<file path="config.mk">
export PLATFORM = sky130hd
export DESIGN_NAME = booth_mult_sequencer
export DESIGN_NICKNAME = d
export VERILOG_FILES = /design/src/rtl/booth_mult_pkg.sv /design/src/rtl/booth_radix4_decode.sv /design/src/rtl/booth_mult_sequencer.sv
export SDC_FILE = /design/constraint.sdc
export NUM_CORES = 1
export LEC_CHECK = 0
export ABC_AREA = 0
export ABC_CLOCK_PERIOD_IN_PS = 5900
export CAP_MARGIN = 20
export CORE_ASPECT_RATIO = 0.75
export CORE_MARGIN = 2
export CORE_UTILIZATION = 57
export DETAILED_ROUTE_END_ITERATION = 10
export PLACE_DENSITY = 0.81
export SETUP_SLACK_MARGIN = 0.2
export SLEW_MARGIN = 20
export SYNTH_ARGS = -nofsm -noshare
export SYNTH_HDL_FRONTEND = slang
export SYNTH_SLANG_ARGS = --single-unit
export TNS_END_PERCENT = 30
</file>
<file path="constraint.sdc">
create_clock -name clock -period 5.9 [get_ports clock]
set_input_delay 0.59 -clock clock [delete_from_list [all_inputs] [get_ports clock]]
set_output_delay 0.59 -clock clock [all_outputs]
set_load 0.03 [all_outputs]
</file>
<file path="src/rtl/booth_mult_pkg.sv">
// ---------------------------------------------------------------------------
// booth_mult_pkg
// Shared types and sizing for the radix-4 Booth multiplier sequencer.
//   booth_op_e     : per-iteration Booth operation (add 0, +M, +2M, -M, -2M)
//   booth_state_e  : sequencer FSM state (IDLE, RUN, DONE)
//   BOOTH_WIDTH    : default operand/result width (must be even)
//   BOOTH_STEPS    : radix-4 iteration count for the default width
//   booth_steps()  : iteration count for an arbitrary even width
// ---------------------------------------------------------------------------
package booth_mult_pkg;

    localparam int BOOTH_WIDTH = 32;
    localparam int BOOTH_STEPS = BOOTH_WIDTH / 2;

    // Each radix-4 iteration retires two multiplier bits.
    function automatic int booth_steps(input int width);
        return width / 2;
    endfunction

    typedef enum logic [2:0] {
        NOP,
        ADD1,
        ADD2,
        SUB1,
        SUB2
    } booth_op_e;

    typedef enum logic [1:0] {
        IDLE,
        RUN,
        DONE
    } booth_state_e;

endpackage

</file>
<file path="src/rtl/booth_radix4_decode.sv">
// ---------------------------------------------------------------------------
// booth_radix4_decode
// Combinational radix-4 Booth recoder: maps the multiplier triplet
// {Q[1], Q[0], q_1} onto the operation applied to the accumulator.
// Ports:
//   triplet  in   3   {Q[1], Q[0], q_1}
//   op       out  booth_op_e  NOP / ADD1 / ADD2 / SUB1 / SUB2
// ---------------------------------------------------------------------------
module booth_radix4_decode
    import booth_mult_pkg::*;
(
    input  logic [2:0] triplet,
    output booth_op_e  op
);

    always_comb begin
        op = NOP;
        unique case (triplet)
            3'b001, 3'b010: op = ADD1;
            3'b011:         op = ADD2;
            3'b100:         op = SUB2;
            3'b101, 3'b110: op = SUB1;
            default:        op = NOP;   // 000 and 111
        endcase
    end

endmodule

</file>
<file path="src/rtl/booth_mult_sequencer.sv">
// ---------------------------------------------------------------------------
// booth_mult_sequencer
// Radix-4 Booth multiplier sequencer for the multdiv unit. Latches signed
// operands on ctrl_MULT, runs WIDTH/2 Booth iterations (add 0/+-M/+-2M, then
// arithmetic shift right by 2) and returns the low WIDTH product bits with a
// one-cycle ready pulse and an overflow flag.
//
// Optional feature macro: BOOTH_EARLY_TERM_EN
//   When defined, a RUN cycle whose remaining multiplier triplets are all
//   no-ops finishes in one barrel shift and goes straight to DONE.
//
// Ports:
//   clock           in   1        rising-edge clock
//   reset           in   1        asynchronous, active-low
//   ctrl_MULT       in   1        start pulse, operands sampled on same edge
//   data_operandA   in   WIDTH    multiplicand M (two's complement)
//   data_operandB   in   WIDTH    multiplier Q (two's complement)
//   data_result     out  WIDTH    low product bits, held until next start
//   data_resultRDY  out  1        one-cycle pulse: result/exception valid
//   data_exception  out  1        product overflows WIDTH signed bits
//   busy            out  1        high while RUN
//   step            out  STEPS+1  one-hot iteration counter
//   fsm_state       out  booth_state_e  current sequencer state (debug)
//
// Handshake: ctrl_MULT is a single-cycle request with no back-pressure; it is
// always accepted and aborts any operation in flight. data_resultRDY is a
// single-cycle valid with no ready: the consumer must take the result in
// that cycle (data_result/data_exception stay stable afterwards anyway).
// ---------------------------------------------------------------------------
module booth_mult_sequencer
    import booth_mult_pkg::*;
#(
    parameter  int WIDTH = BOOTH_WIDTH,
    localparam int STEPS = booth_steps(WIDTH)
) (
    input  logic               clock,
    input  logic               reset,
    input  logic               ctrl_MULT,
    input  logic [WIDTH-1:0]   data_operandA,
    input  logic [WIDTH-1:0]   data_operandB,
    output logic [WIDTH-1:0]   data_result,
    output logic               data_resultRDY,
    output logic               data_exception,
    output logic               busy,
    output logic [STEPS:0]     step,
    output booth_state_e       fsm_state
);

    // Accumulator carries two guard bits so +-2M never overflows it.
    localparam int AW = WIDTH + 2;
    // Width of the shifted {A, Q, q_1} chain.
    localparam int SW = AW + WIDTH + 1;

    booth_state_e     state_q, state_d;
    logic [AW-1:0]    acc_q;
    logic [AW-1:0]    m_q;
    logic [WIDTH-1:0] q_q;
    logic             q_m1_q;
    logic [STEPS:0]   step_q;
    logic [WIDTH-1:0] result_q;
    logic             exc_q;

    booth_op_e        op;
    logic [AW-1:0]    addend;
    logic [AW-1:0]    acc_sum;
    logic [SW-1:0]    cur_vec;
    logic [SW-1:0]    shift_vec;
    logic [SW-1:0]    early_vec;
    logic [SW-1:0]    run_next;
    logic             early_hit;
    logic             last_iter;
    logic [AW-1:0]    next_acc;
    logic [WIDTH-1:0] next_q;
    logic [WIDTH:0]   top_bits;
    logic             exc_next;

    booth_radix4_decode u_decode (
        .triplet ({q_q[1:0], q_m1_q}),
        .op      (op)
    );

    always_comb begin
        addend = '0;
        unique case (op)
            ADD1:    addend = m_q;
            ADD2:    addend = m_q << 1;
            SUB1:    addend = -m_q;
            SUB2:    addend = -(m_q << 1);
            default: addend = '0;
        endcase
    end

    assign acc_sum   = acc_q + addend;
    assign cur_vec   = {acc_q, q_q, q_m1_q};
    assign shift_vec = $signed({acc_sum, q_q, q_m1_q}) >>> 2;

`ifdef BOOTH_EARLY_TERM_EN
    // With c iterations done, the unprocessed multiplier bits sit in
    // Q[2r-1:0] (r = STEPS-c) next to q_1. If they all agree every remaining
    // triplet is a no-op, so the rest of the run is a pure 2r-bit shift.
    logic [WIDTH-1:0] rem_mask;

    always_comb begin
        early_hit = 1'b0;
        early_vec = cur_vec;
        rem_mask  = '0;
        for (int c = 0; c < STEPS; c++) begin
            if (step_q[c]) begin
                rem_mask  = {WIDTH{1'b1}} >> (2 * c);
                early_hit = q_m1_q ? ((q_q & rem_mask) == rem_mask)
                                   : ((q_q & rem_mask) == '0);
                early_vec = $signed(cur_vec) >>> (WIDTH - 2 * c);
            end
        end
    end
`else
    assign early_hit = 1'b0;
    assign early_vec = cur_vec;
`endif

    assign run_next  = early_hit ? early_vec : shift_vec;
    assign last_iter = early_hit | step_q[STEPS-1];
    assign next_acc  = run_next[SW-1 -: AW];
    assign next_q    = run_next[WIDTH:1];

    // The product fits in WIDTH signed bits only if the bits from the result
    // sign upward through A[WIDTH-1] are all copies of the same value.
    assign top_bits  = {next_acc[WIDTH-1:0], next_q[WIDTH-1]};
    assign exc_next  = ~((&top_bits) | ~(|top_bits));

    // Next-state logic; a start pulse overrides every state.
    always_comb begin
        state_d = state_q;
        unique case (state_q)
            IDLE:    state_d = IDLE;
            RUN:     if (last_iter) state_d = DONE;
            DONE:    state_d = IDLE;
            default: state_d = IDLE;
        endcase
        if (ctrl_MULT) begin
            state_d = RUN;
        end
    end

    always_ff @(posedge clock or negedge reset) begin
        if (!reset) begin
            state_q <= IDLE;
        end else begin
            state_q <= state_d;
        end
    end

    always_ff @(posedge clock or negedge reset) begin
        if (!reset) begin
            acc_q    <= '0;
            m_q      <= '0;
            q_q      <= '0;
            q_m1_q   <= 1'b0;
            step_q   <= '0;
            result_q <= '0;
            exc_q    <= 1'b0;
        end else if (ctrl_MULT) begin
            acc_q  <= '0;
            m_q    <= {{2{data_operandA[WIDTH-1]}}, data_operandA};
            q_q    <= data_operandB;
            q_m1_q <= 1'b0;
            step_q <= {{STEPS{1'b0}}, 1'b1};
        end else begin
            unique case (state_q)
                RUN: begin
                    {acc_q, q_q, q_m1_q} <= run_next;
                    step_q <= early_hit ? {1'b1, {STEPS{1'b0}}} : (step_q << 1);
                    // Result registers change only on the way into DONE.
                    if (last_iter) begin
                        result_q <= next_q;
                        exc_q    <= exc_next;
                    end
                end
                DONE: begin
                    step_q <= '0;
                end
                default: begin
                end
            endcase
        end
    end

    assign data_result    = result_q;
    assign data_exception = exc_q;
    assign data_resultRDY = (state_q == DONE);
    assign busy           = (state_q == RUN);
    assign step           = step_q;
    assign fsm_state      = state_q;

endmodule

</file>
# Yosys cells after proc, flatten, opt, wreduce, memory -nomap -nowiden

Cells that the tools add are included.

Reduce and logical (&&, ||, !) cells: 7
Equal/unequal tests: 13
Bitwise operators: 4
Mux-type cells: 13
Add/subtract/negate cells: 3

Operators with widths:

| operator             | count |
|---|---|
| $pmux W34 S4         | 1 |
| $mux W34             | 2 |
| $neg A34 Y34         | 2 |
| $mux W32             | 2 |
| $add A34 B34 Y34     | 1 |
| $pmux W17 S2         | 1 |
| $reduce_and A33 Y1   | 1 |
| $reduce_or A33 Y1    | 1 |
| $mux W17             | 1 |
| $eq A3 B2 Y1 const B | 4 |
| $eq A3 B3 Y1 const B | 4 |
| $pmux W3 S4          | 1 |
| $eq A3 B1 Y1 const B | 2 |
| $mux W2              | 3 |
| $reduce_or A2 Y1     | 2 |
| $ne A3 B2 Y1 const B | 1 |
| $not A1 Y1           | 3 |
| $reduce_and A3 Y1    | 1 |
| $reduce_bool A3 Y1   | 1 |
| $eq A2 B1 Y1 const B | 1 |
| $eq A2 B2 Y1 const B | 1 |
| $mux W1              | 2 |
| $reduce_bool A2 Y1   | 1 |
| $or A1 B1 Y1         | 1 |

Logic and storage cells: 48
Bits in registers: 151
Output and inout port bits: 54
Input port bits: 67

# Longest topological paths before layout

Gate-level depths: netlist of run 1.

Depth in word-level cells: 10
Mapped depth: 23
Mapped depth without buffers: 22

# Hierarchy

A second synthesis of run 1 with hierarchy kept.

Cell total of the unflattened synthesis: 1142
Area total of the unflattened synthesis: 9775.6 sq um

Modules (own cells, without submodules):

| module               | area an instance (sq um) | cells an instance | times used | sequential area each (sq um) |
|---|---|---|---|---|
| booth_mult_sequencer | 9741.8                   | 1138              | 1          | 3728.6 |
| booth_radix4_decode  | 33.8                     | 4                 | 1          | 0.0 |

# Worst setup path before layout of run 1

Ideal clock, no wire load.

Path kind: register to register
Start: register m_q[3]
End: register exc_q (netlist: data_exception)
Arrival: 4835 ps
Cell stages (with the launch flop): 22
Path buffers: 3
Setup time: 126 ps
Data required time: 5774 ps
Slack: 939 ps
Clock period less this slack: 4961 ps
Cells stage by stage: dfrtp_1 > buf_6 > or4_4 > buf_6 > or3_1 > nor3b_1 > nand2b_1 > xnor2_1 > a221oi_1 > a31oi_1 > ha_1 > clkbuf_1 > and4_1 > nand3_1 > a211o_1 > and3_1 > a211oi_1 > o2111ai_1 > and4_4 > nor4_2 > a311o_1 > nand2_1

Word-level cells in the longest chain between the ends: 7
Elaborated cells between the ends (all ways): 9
Those cells by class: add/sub (3); mux (1); bitwise (3); reduce/logical (2)

Ends and longest elaborated chain:

| item                                   | line                                                   | RTL |
|---|---|---|
| start: declaration                     | booth_mult_sequencer.sv:56                             | `logic [AW-1:0] m_q;` |
| start signal: assignment               | booth_mult_sequencer.sv:164                            | `m_q <= {{2{data_operandA[WIDTH-1]}}, data_operandA};` |
| $neg A34 Y34, on equally long branches | booth_mult_sequencer.sv:87, booth_mult_sequencer.sv:88 |  |
| $pmux W34 S4 *                         | booth_mult_sequencer.sv:84                             | `unique case (op)` |
| $add A34 B34 Y34 *                     | booth_mult_sequencer.sv:93                             | `assign acc_sum = acc_q + addend;` |
| $reduce_or A33 Y1                      | booth_mult_sequencer.sv:129                            | `assign exc_next = ~((&top_bits) \| ~(\|top_bits));` |
| $not A1 Y1                             | booth_mult_sequencer.sv:129                            |  |
| $or A1 B1 Y1 *                         | booth_mult_sequencer.sv:129                            |  |
| $not A1 Y1 *                           | booth_mult_sequencer.sv:129                            |  |
| end signal: assignment                 | booth_mult_sequencer.sv:176                            | `exc_q <= exc_next;` |
| end: declaration                       | booth_mult_sequencer.sv:61                             | `logic exc_q;` |

Every way passes the cells marked *; elsewhere a longest branch is shown, timed or not.
A chain may end at the register's enable or synchronous reset.

# Worst setup path in the final report of run 1

Start: register m_q[5]
End: register exc_q (netlist: data_exception)

The elaborated chain is that of the path after synthesis.

==> results.toml, run 1 <==
[outcome]
status = "completed"

[finish]
antenna_cells = 0
areaGrowthSynthToFinish_pct = 18.9
nets = 1392
fillers = 1443
multi_input_area_um2 = 6070
design_area_um2 = 12100
drive_gt1_share_pct = 8.75
regArea_um2 = 3730

[global_route]
met1_usage_pct = 49.3
grtUsageMet2_pct = 43.5
grt_pass1_wl_mm = 46.9
antenna_found_initial = 0
grt_pass1_vias = 8756
grt_util_all_layers_pct = 31.6
use_met3_pct = 8.96
grt_max_degree = 90
top_usage_layer = "met1"
grt.overflow.total = 0

[floorplanning]
die_area_um2 = 18900
rows = 42
die_y_um = 120
die_w_um = 158
coreArea_um2 = 17600
start_util_pct = 58.0
io_pins = 121

[synth]
ys_top_cells_by_count = "254 x nand2_1, 149 x dfrtp_1, 86 x a21oi_1"
synthFlopType = "dfrtp_1"
synth_cells = 1219
syn_nets = 1321
async_flop_share_pct = 100
post-synth-top-count-cell = "nand2_1"
synthTopCellsByArea = "dfrtp_1 37%, nand2_1 9.4%, a21oi_1 4.2%"
ys_seq_area_share_pct = 36.6
netlist_area_um2 = 10200
synth_warnings = 0
ys_types = 76
postSynthAreaPerCell_um2 = 8.35
synth_edf_count = 0
yosys.area.top_type_share_pct = 36.6
ys_ff_latch = 149
netlist.top_cell.by_area = "dfrtp_1"

[timing]
slew_viol_final = 0
hold_ws_ns = 0.215
final.min_clock_period_ns = 5.39
fin_skew_ns = 0.0131
finalSetupViolCount = 0
hold_viol_final = 0
tns_ns = 0
fmax_mhz = 185
period_share_pct = 91.4
worst_pin_slew_ns = 1.03
maxSlewHeadroom_pct = 30.9
rsz0062_at_grt = "false"

[cts]
cts_made_buffers = 17
cts_max_level = 4
cts_hold_buffers = 0
cts.sink_count = 149
cts_buffer_depth = 2
cts_root_buffer = "clkbuf_16"
clock_latency_ns = 0.43
cts_tree = "built"
cts.clk_slew.worst_paths_ns = 0.07

[critical_path]
cp_max_fo = 7
worstSetupPathType = "flip-flop to flip-flop"
cp-end-kind = "flip-flop"
crit_path_start_kind = "flip-flop"
crit_required_ns = 6.21
arrival_ns = 5.70

[routing]
dr_total_vias = 9560
drc_errors = 0
firstDrtPassIters = 6
post_drt_via_cell_ratio = 6.19
wl_per_cell_um = 18.9
drtIter0Drc = 1146
antenna_left = 0
routed_wl_mm = 29.3

[run]
cap_violations = 0

[power]
powerDensity_nw_per_um2 = 370
power.leakage_nw = 5.16
ir_drop_mv = 0.211
total_power_mw = 4.48

[placement]
dp_hpwl_mm = 20.8
placedInstanceArea_um2 = 11500
gp_congestion = 0.931
port_buffers = 120

[hold_path]
hold_path.class = "input port to asynchronous set/reset pin"
[cells in the final DEF (no fill, tap or decap), drive strengths merged, types with 23 or more instances in the layout]
| cell | n |
|---|---|
| nor3 | 27 |
| dfrtp | 149 |
| inv | 26 |
| nand3 | 24 |
| a21oi | 86 |
| clkdlybuf4s50 | 118 |
| xnor2 | 48 |
| nor2 | 83 |
| mux2 | 31 |
| nand2 | 254 |
| o21ai | 80 |
| mux2i | 39 |
| ha | 34 |
| xor2 | 23 |
[path summary, 6_finish.rpt]
path	to	cells past startpoint	slack (ns)	start
setup / recovery	data_exception	18	0.51	m_q[5]
max in group asynchronous	acc_q[29]	2	4.34	reset
hold / removal	data_result[20]	1	0.22	reset
setup reg to reg	data_exception	18	0.51	m_q[5]
hold reg to reg	step[16]	2	0.48	step[16]
min in group clock	step[16]	2	0.48	step[16]
[area by class of cell]
| type | count | share of cell area, % |
|---|---|---|
| clock buffer | 19 | 3.74 |
| clock inverter | 13 | 1.11 |
| inverter | 20 | 0.621 |
| multi-input combinational | 964 | 50.2 |
| sequential | 149 | 30.8 |
| tap | 242 | 2.50 |
| timing repair buffer | 138 | 11.0 |
[per-layer routing]
metal,up-vias,share of wire [%]
met5,-,0
met4,0,1.2
met3,33,10
met2,476,42
met1,4566,47
li1,4485,-
[power by group]
part,switching [mW],internal [mW],total [mW]
Combinational,1.29,0.789,2.08
Sequential,0.139,1.16,1.30
Clock,0.477,0.616,1.09
Total,1.91,2.57,4.48
[what timing repair did]
item	in CTS	in global routing
endpoints found under the setup margin	0	2
buffers inserted	0	0
resized for setup	0	7
[metrics by stage]
step / setup slack (ns) / util (%) / instances
after floorplan: 0.939 / - / 1219
after global placement: 0.644 / 65.4 / 1513
after detailed placement: 0.593 / 65.4 / 1513
after CTS: 0.550 / 68.8 / 1545
after global routing: 0.213 / 68.9 / 1545
final: 0.507 / 68.9 / 1545
[registers in the layout, summed over array words and instances (netlist names)]
signal	cells
q_q	32
acc_q	32
step	17
q_m1_q	1
data_result	32
fsm_state	2
data_exception	1
m_q	32
[worst max-delay path: stages, from the launching register on]
cell and delay [ns]:
dfrtp_1 0.45, or4_4 0.62, or3_1 0.41, nor3b_1 0.31
nand2b_1 0.17, xnor2_1 0.09, a221oi_1 0.30, a31oi_1 0.11
ha_1 0.50, and4_1 0.33, nand3_1 0.13, a211o_1 0.28
and3_1 0.24, a211oi_2 0.35, o2111ai_1 0.26, and4_4 0.26
nor4_2 0.23, a311o_1 0.19, nand2_1 0.05
[cell families after synthesis]
logic type | count (synthesis) | synth area share [%]
xor gates and xnor gates | 71 | 6.11
muxes | 70 | 7.27
and+or+nand+nor | 479 | 21.8
DFF | 149 | 36.6
buffers and inverters | 106 | 4.11
AOI/OAI and AO/OA | 309 | 19.7
adders and majority gates | 35 | 4.38
No activity file was read; power rests on OpenSTA's default activity.
==> run 2: changes to the inputs <==
--- a/config.mk
+++ b/config.mk
@@ -12,6 +12,7 @@
 export CORE_MARGIN = 2
 export CORE_UTILIZATION = 57
 export DETAILED_ROUTE_END_ITERATION = 10
+export MAX_ROUTING_LAYER = met4
 export PLACE_DENSITY = 0.81
 export SETUP_SLACK_MARGIN = 0.2
 export SLEW_MARGIN = 20
==> run 2 against run 1 <==
  * Cell count increased by 0.32%
  * Critical path depth stayed put
  * Sequential cell count is the same
  * Sequential power hardly changed
  * Critical path type unchanged
  * Largest cell class unchanged
==> results.toml, run 2 (synthesis gave the netlist of run 1 again) <==
[cts]
cts_hold_buffers = 0
clock_latency_ns = 0.44
cts_made_buffers = 17
cts_max_level = 4
cts_tree = "built"
cts_root_buffer = "clkbuf_16"
cts.sink_count = 149
cts.clk_slew.worst_paths_ns = 0.07
cts_buffer_depth = 2

[critical_path]
r2r_slack_ns = 0.51
crit_path_start_kind = "flip-flop"
cpMaxStageDelayCell = "or4_4"
crit_chain = "or4_4 -> or3_1 -> nor3b_1 -> nand2b_1 -> xnor2_1 -> a221oi_1 -> a31oi_1 -> ha_1 -> and4_1 -> nand3_1 -> a211o_1 -> and3_1 -> a211oi_1 -> o2111ai_1 -> and4_4 -> nor4_2 -> a311o_1 -> nand2_1"
r2r-start = "m_q[3]"
r2r_end = "data_exception"
critPathBufInv = 0
critPathTopFamily = "simple AND/OR/NAND/NOR gates"
cp_slowest_stage_delay_ns = 0.62
worstSetupPathType = "flip-flop to flip-flop"
crit_required_ns = 6.22
cp-end-kind = "flip-flop"
cp_max_fo = 8
arrival_ns = 5.71
worst_r2r_path_depth = 18

[timing]
fmax_mhz = 186
fin_skew_ns = 0.00927
period_share_pct = 91.3
finalSetupViolCount = 0
tns_ns = 0
final.min_clock_period_ns = 5.39
hold_viol_final = 0
maxSlewHeadroom_pct = 27.8
worst_pin_slew_ns = 1.06
slew_viol_final = 0
rsz0062_at_grt = "true"

[floorplanning]
io_pins = 121
rows = 42
coreArea_um2 = 17600
die_y_um = 120
die_area_um2 = 18900
start_util_pct = 58.0
die_w_um = 158

[routing]
wl_per_cell_um = 18.9
dr_total_vias = 9649
antenna_left = 0
drc_errors = 0
firstDrtPassIters = 6
post_drt_via_cell_ratio = 6.23
routed_wl_mm = 29.3
drtIter0Drc = 1125

[finish]
layout_common_cells = "254 x nand2_1, 149 x dfrtp_1, 118 x clkdlybuf4s50_1, 85 x a21oi_1, 83 x nor2_1"
antenna_cells = 0
layout.cells.most_common = "nand2_1"
nets = 1397
areaGrowthSynthToFinish_pct = 19.3
instances_no_fill = 1550
drive_gt1_share_pct = 8.79

[global_route]
grt_pass1_vias = 8732
grt.overflow.total = 0
grt_util_all_layers_pct = 32.7
grt_pass1_wl_mm = 47.2
antenna_found_initial = 0
grt_max_degree = 98

[power]
power.leakage_nw = 5.19
ir_drop_mv = 0.210
powerDensity_nw_per_um2 = 372

[placement]
dp_hpwl_mm = 21.1
port_buffers = 120
gp_congestion = 0.967
numPlacedInstances = 1518

[outcome]
status = "completed"

[run]
cap_violations = 0

[hold_path]
hold_path.class = "input port to asynchronous set/reset pin"
[run 2: worst max path at each step]
stage	slack [ns]	cells past startpoint	startpoint	end
4_1_cts	0.58	18	m_q[3]	data_exception
6_report	0.51	18	m_q[3]	data_exception
3_5_place_dp	0.62	18	m_q[5]	data_exception
2_1_floorplan	0.94	21	m_q[3]	data_exception
3_3_place_gp	0.70	18	m_q[3]	data_exception
5_1_grt	0.16	20	m_q[3]	acc_q[29]
[run 2: final cells by class]
class | instances | area [µm²]
clock buffer | 17 | 425
clock inverter | 15 | 183
fill | 1429 | 5410
inverter | 20 | 75.1
multi-input combinational | 964 | 6060
sequential | 149 | 3730
tap | 242 | 303
timing repair buffer | 143 | 1370
[run 2: metal layers]
layer	part of all wire, %	up-vias	wire length, µm	track usage, %
li1	-	4495	-	-
met1	47	4605	13700	50.2
met4	1.2	0	359	7.49
met5	0	-	0	-
met3	9.9	39	2890	7.04
met2	42	510	12400	44.2
[run 2: report_power, final]
part / total, mW / switching, mW / internal [mW] / leakage [nW]
Clock: 1.14 / 0.493 / 0.642 / 0.291
Sequential: 1.30 / 0.140 / 1.16 / 1.91
Combinational: 2.08 / 1.28 / 0.793 / 2.99
[run 2: what timing repair did]
action,CTS,global route
endpoints found under the setup margin,0,2
gates resized for setup,0,3
setup buffers,0,0
endpoints found under the hold margin,0,0
[run 2: through the flow]
stage          hold slack [ns]  util (%)  cell area, µm²  total power [mW]  setup slack, ns
2_1_floorplan            0.294         -           10200              2.77            0.939
3_3_place_gp             0.457      65.6           11500              3.28            0.696
3_5_place_dp             0.463      65.6           11500              3.30            0.620
4_1_cts                  0.234      69.1           12100              4.46            0.578
5_1_grt                  0.276      69.2           12100              4.79            0.157
6_report                 0.190      69.2           12100              4.52            0.511
==> run 3: changes to the inputs <==
--- a/config.mk
+++ b/config.mk
@@ -10,10 +10,9 @@
 export CAP_MARGIN = 20
 export CORE_ASPECT_RATIO = 0.75
 export CORE_MARGIN = 2
-export CORE_UTILIZATION = 57
+export CORE_UTILIZATION = 40
 export DETAILED_ROUTE_END_ITERATION = 10
 export MAX_ROUTING_LAYER = met4
-export PLACE_DENSITY = 0.81
 export SETUP_SLACK_MARGIN = 0.2
 export SLEW_MARGIN = 20
 export SYNTH_ARGS = -nofsm -noshare
==> run 3 against run 2 <==
  * Final area increased by 0.77%
  * Die area increased by 41%
  * Sequential power about the same
  * Critical path depth unchanged
  * Count of clock-buffer cells in the layout increased by 5
  * Worst hold slack improved by 0.048 ns
  * Largest power group unchanged
  * Highest routed layer unchanged
==> results.toml, run 3 (synthesis gave the netlist of run 1 again) <==
[critical_path]
cp-end-kind = "flip-flop"
worst_r2r_path_depth = 18
cpMaxStageDelayCell = "or4_4"
cp.depth = 18
crit_chain = "or4_4 -> nor3_4 -> nand3_1 -> nor3_1 -> xnor2_1 -> a22oi_1 -> o21ai_0 -> ha_1 -> nand2_1 -> nor2_1 -> nand3_1 -> o31a_1 -> nand3_1 -> or3b_1 -> or3_1 -> nor4_1 -> a311o_1 -> nand2_1"
cp_max_fo = 7
critPathMostFrequentCell = "nand3_1"
arrival_ns = 5.74
crit_required_ns = 6.22
critPathBufInv = 0
worstSetupPathType = "flip-flop to flip-flop"
cp_slowest_stage_delay_ns = 0.63
critPathTopFamily = "simple AND/OR/NAND/NOR gates"
crit_path_start_kind = "flip-flop"

[floorplanning]
die_y_um = 142
rows = 50
die_w_um = 188
coreArea_um2 = 25000
io_pins = 121
start_util_pct = 40.8
die_area_um2 = 26700

[cts]
cts_tree = "built"
cts_root_buffer = "clkbuf_16"
cts.clk_slew.worst_paths_ns = 0.07
cts_made_buffers = 17
clock_latency_ns = 0.44
cts_buffer_depth = 2
cts.sink_count = 149
cts_max_level = 4
cts_hold_buffers = 0

[power]
power.leakage_nw = 5.16
powerDensity_nw_per_um2 = 360
ir_drop_mv = 0.224

[finish]
instances_no_fill = 1644
multi_input_area_um2 = 6090
post-route-util_pct = 49.0
drive_gt1_share_pct = 8.96
design_area_um2 = 12200
nets = 1395
areaGrowthSynthToFinish_pct = 20.3
layout.cells.most_common = "nand2_1"
layout_common_cells = "253 x nand2_1, 149 x dfrtp_1, 118 x clkdlybuf4s50_1, 86 x a21oi_1, 83 x nor2_1"
fillers = 2332
regArea_um2 = 3730
antenna_cells = 0

[timing]
maxSlewHeadroom_pct = 32.2
worst_pin_slew_ns = 1.02
tns_ns = 0
slew_viol_final = 0
rsz0062_at_grt = "false"
finalSetupViolCount = 0
fin_skew_ns = 0.0137
period_share_pct = 91.9
final.min_clock_period_ns = 5.42
hold_viol_final = 0
worst_slack_ns = 0.477
fmax_mhz = 184

[placement]
dp_slack_ns = 0.473
gp_congestion = 0.980
numPlacedInstances = 1612
port_buffers = 120
dp_hpwl_mm = 21.0
placedInstanceArea_um2 = 11600

[outcome]
status = "completed"

[routing]
dr_total_vias = 9343
antenna_left = 0
routed_wl_mm = 29.7
drtIter0Drc = 803
wl_per_cell_um = 18.0
drc_errors = 0
firstDrtPassIters = 6
post_drt_via_cell_ratio = 5.68

[run]
cap_violations = 0

[hold_path]
hold_path.class = "input port to asynchronous set/reset pin"

[global_route]
grt.overflow.total = 0
grt_pass1_vias = 8619
grt_pass1_wl_mm = 47.7
grt_util_all_layers_pct = 23.2
antenna_found_initial = 0
grt_max_degree = 97
-- run 3: changes by cell type in the layout (fill, tap and decap cells not counted), sizes merged --
| cell | before | now |
|---|---|---|
| buf | 25 | 23 |
| bufinv | 2 | 0 |
| clkbuf | 17 | 22 |
| clkinv | 2 | 5 |
| clkinvlp | 3 | 4 |
| inv | 28 | 21 |
-- run 3: path summary, 6_finish.rpt --
path                                      start         endpoint  slack, ns
worst max-delay path                     m_q[5]   data_exception       0.48
worst min-delay path                      reset  data_result[10]       0.24
worst max register to register           m_q[5]   data_exception       0.48
worst min register to register  data_result[10]  data_result[10]       0.47
max in group asynchronous                 reset         acc_q[8]       4.38
min in group clock              data_result[10]  data_result[10]       0.47
-- run 3: stage by stage --
stage	power, mW	hold WS (ns)
2_1_floorplan	2.77	0.294
3_3_place_gp	3.31	0.460
3_5_place_dp	3.32	0.462
4_1_cts	4.37	0.294
5_1_grt	4.70	0.307
6_report	4.41	0.238
-- run 3: final cells by class --
cell class	instances	share of cell area, %
repair buffers	141	11.2
flip-flops and latches	149	30.5
clock buffers	22	3.88
inverters	20	0.613
well taps	338	3.46
multi-input cells	964	49.8
clock inverters	10	0.583
-- run 3: timing repair --
action                                  4_1_cts  5_1_grt
buffers inserted                              0        0
endpoints found under the setup margin        0        3
resized for setup                             0        9
-- run 3: report_power, final --
part	switching [mW]	leakage, nW	internal (mW)
Clock	0.456	0.259	0.572
Sequential	0.140	1.91	1.16
Combinational	1.27	2.99	0.809
Total	1.86	5.16	2.55
-- run 3: metal layers --
| layer | share of wire [%] | global-route usage, % |
|---|---|---|
| met5 | 0 | - |
| met4 | 1.3 | 6.01 |
| met3 | 6.4 | 3.90 |
| met2 | 40 | 31.1 |
| met1 | 52 | 35.5 |
==> patch, RTL diff (flow settings as in run 2) <==
The package constant `BOOTH_WIDTH` goes from 32 to 64.
--- a/src/rtl/booth_mult_pkg.sv
+++ b/src/rtl/booth_mult_pkg.sv
@@ -10,5 +10,5 @@
 package booth_mult_pkg;
 
-    localparam int BOOTH_WIDTH = 32;
+    localparam int BOOTH_WIDTH = 64;
     localparam int BOOTH_STEPS = BOOTH_WIDTH / 2;
 
Interface: changed (resized data_operandA, data_operandB, data_result and step); port bits go from 121 to 233. The function was not compared with the original's and may differ.
==> patch against run 2 <==
  * The flow now finishes with violations (negative setup slack)
  * Cell count up 110%
  * Global-route usage up 7.5 points
  * Area after synthesis up 94%
  * Sequential cell count up 144
  * Design area up 110%
  * Via count up 110%
  * Combinational power rose to 2.7 times the old value
  * Count of clock-buffer cells in the layout up 24
  * Worst setup slack worse by 0.56 ns
  * Sequential share of layout area down 2.6 points
  * Power up 130%
  * Wire length up 140%
  * Fmax down 9.5%
  * Critical endpoint unchanged
  * Highest routed layer unchanged
==> patch: results (changes against run 2) <==
status finished with violations; failing checks negative setup slack; multi-input combinational area share 47.09% (-2.8 points); register area share after synthesis 37.18% (+0.53 points); Via Count 20581 (+110%); Least-Margin Pin Slew 1.032 ns (-0.02382 ns); register area 0.007335 sq mm (+97%); Comb power 5.62 mW (+170%); M2 GR Usage 56.20% (+12 points); top cells by count, synth nand2_1, dfrtp_1, o21ai_0; Crit path largest cell delay 0.55 ns (-0.07 ns); final setup violating endpoints 1 (+1); Non-CTS buffers 537 (+280%); Max Root-Sink Buffers 3 (+1); Initial DRC Count 2912 (+160%); CTS H-tree depth 1 (-3); met1 Use GR 57.52% (+7.4 points); WL/cell 21.88 um (+16%); Lkg Pwr 11.45 nW (+120%); Multi-input comb cells 1891 (+96%); inverter count 27 (+35%); Layout fillers 2334 (+63%); Post-Synthesis Cell Area 0.01972 sq mm (+94%); met3 WL 9675 um (+230%); largest net degree at the start of global routing 117 (+19%); port bufs 232 (+93%); Syn Nets 2573 (+95%); crit-path max FO 3 (-5); Setup crit start m_q[20]$_DFFE_PN0P_; post-route setup slack -0.05362 ns (-0.5646 ns); GRT Total Usage 40.25% (+7.5 points); antenna cells 4 (+4); Setup Skew 0.02303 ns (+0.01376 ns); Peak VDD IR 0.3249 mV (+55%); routed length on met2 29640 um (+140%); Pwr Density 396.1 mW/mm^2 (+6.5%); total CTS buffers 31 (+14); clock latency on the worst-skew pair 0.61 ns (+0.17 ns); first-pass GRT wire length 109900 um (+130%); initial antenna violation count 4 (+4); layout cells sized above 1 20.50% (+12 points); Cell variety after synth 90 (+18%); DP HPWL 51730 um (+140%); clock network power 2.18 mW (+91%); Net Switching 4.308 mW (+120%); arrival time at the worst endpoint 6.46 ns (+0.75 ns); M1 WL 30370 um (+120%); ranking of synthesized cells by area dfrtp_1, nand2_1, o21ai_0; post-CTS resize count 68 (+68); DP Area 0.02409 sq mm (+110%); Reg2Reg Depth 25 (+7); vias in the first global route 19416 (+120%); met3 Track Usage GR 12.22% (+5.2 points)
## patch: cells by family (layout without fill, tap and decap cells)
group	after synthesis	after routing	share of synthesized area, %
AOI/OAI and AO/OA	612	612	19.43
xor gates and xnor gates	144	144	6.433
adders and majority gates	67	67	4.289
buffers and inverters	191	621	3.832
DFF	293	293	37.18
muxes	137	137	7.403
other	0	4	0
and+or+nand+nor	931	931	21.44
## patch: metrics by stage
step	hold WS, ns	std cells	setup TNS (ns)	util (%)	setup WS (ns)
2_1_floorplan	0.2944	2375	0	-	0.2088
3_3_place_gp	0.4587	3157	-0.1062	71.24	-0.1062
3_5_place_dp	0.4617	3157	-0.1607	71.24	-0.1564
4_1_cts	0.09739	3244	0	76.09	0.1581
5_1_grt	0.1182	3259	-0.7555	77.13	-0.2459
6_report	0.03293	3259	-0.05362	77.13	-0.05362
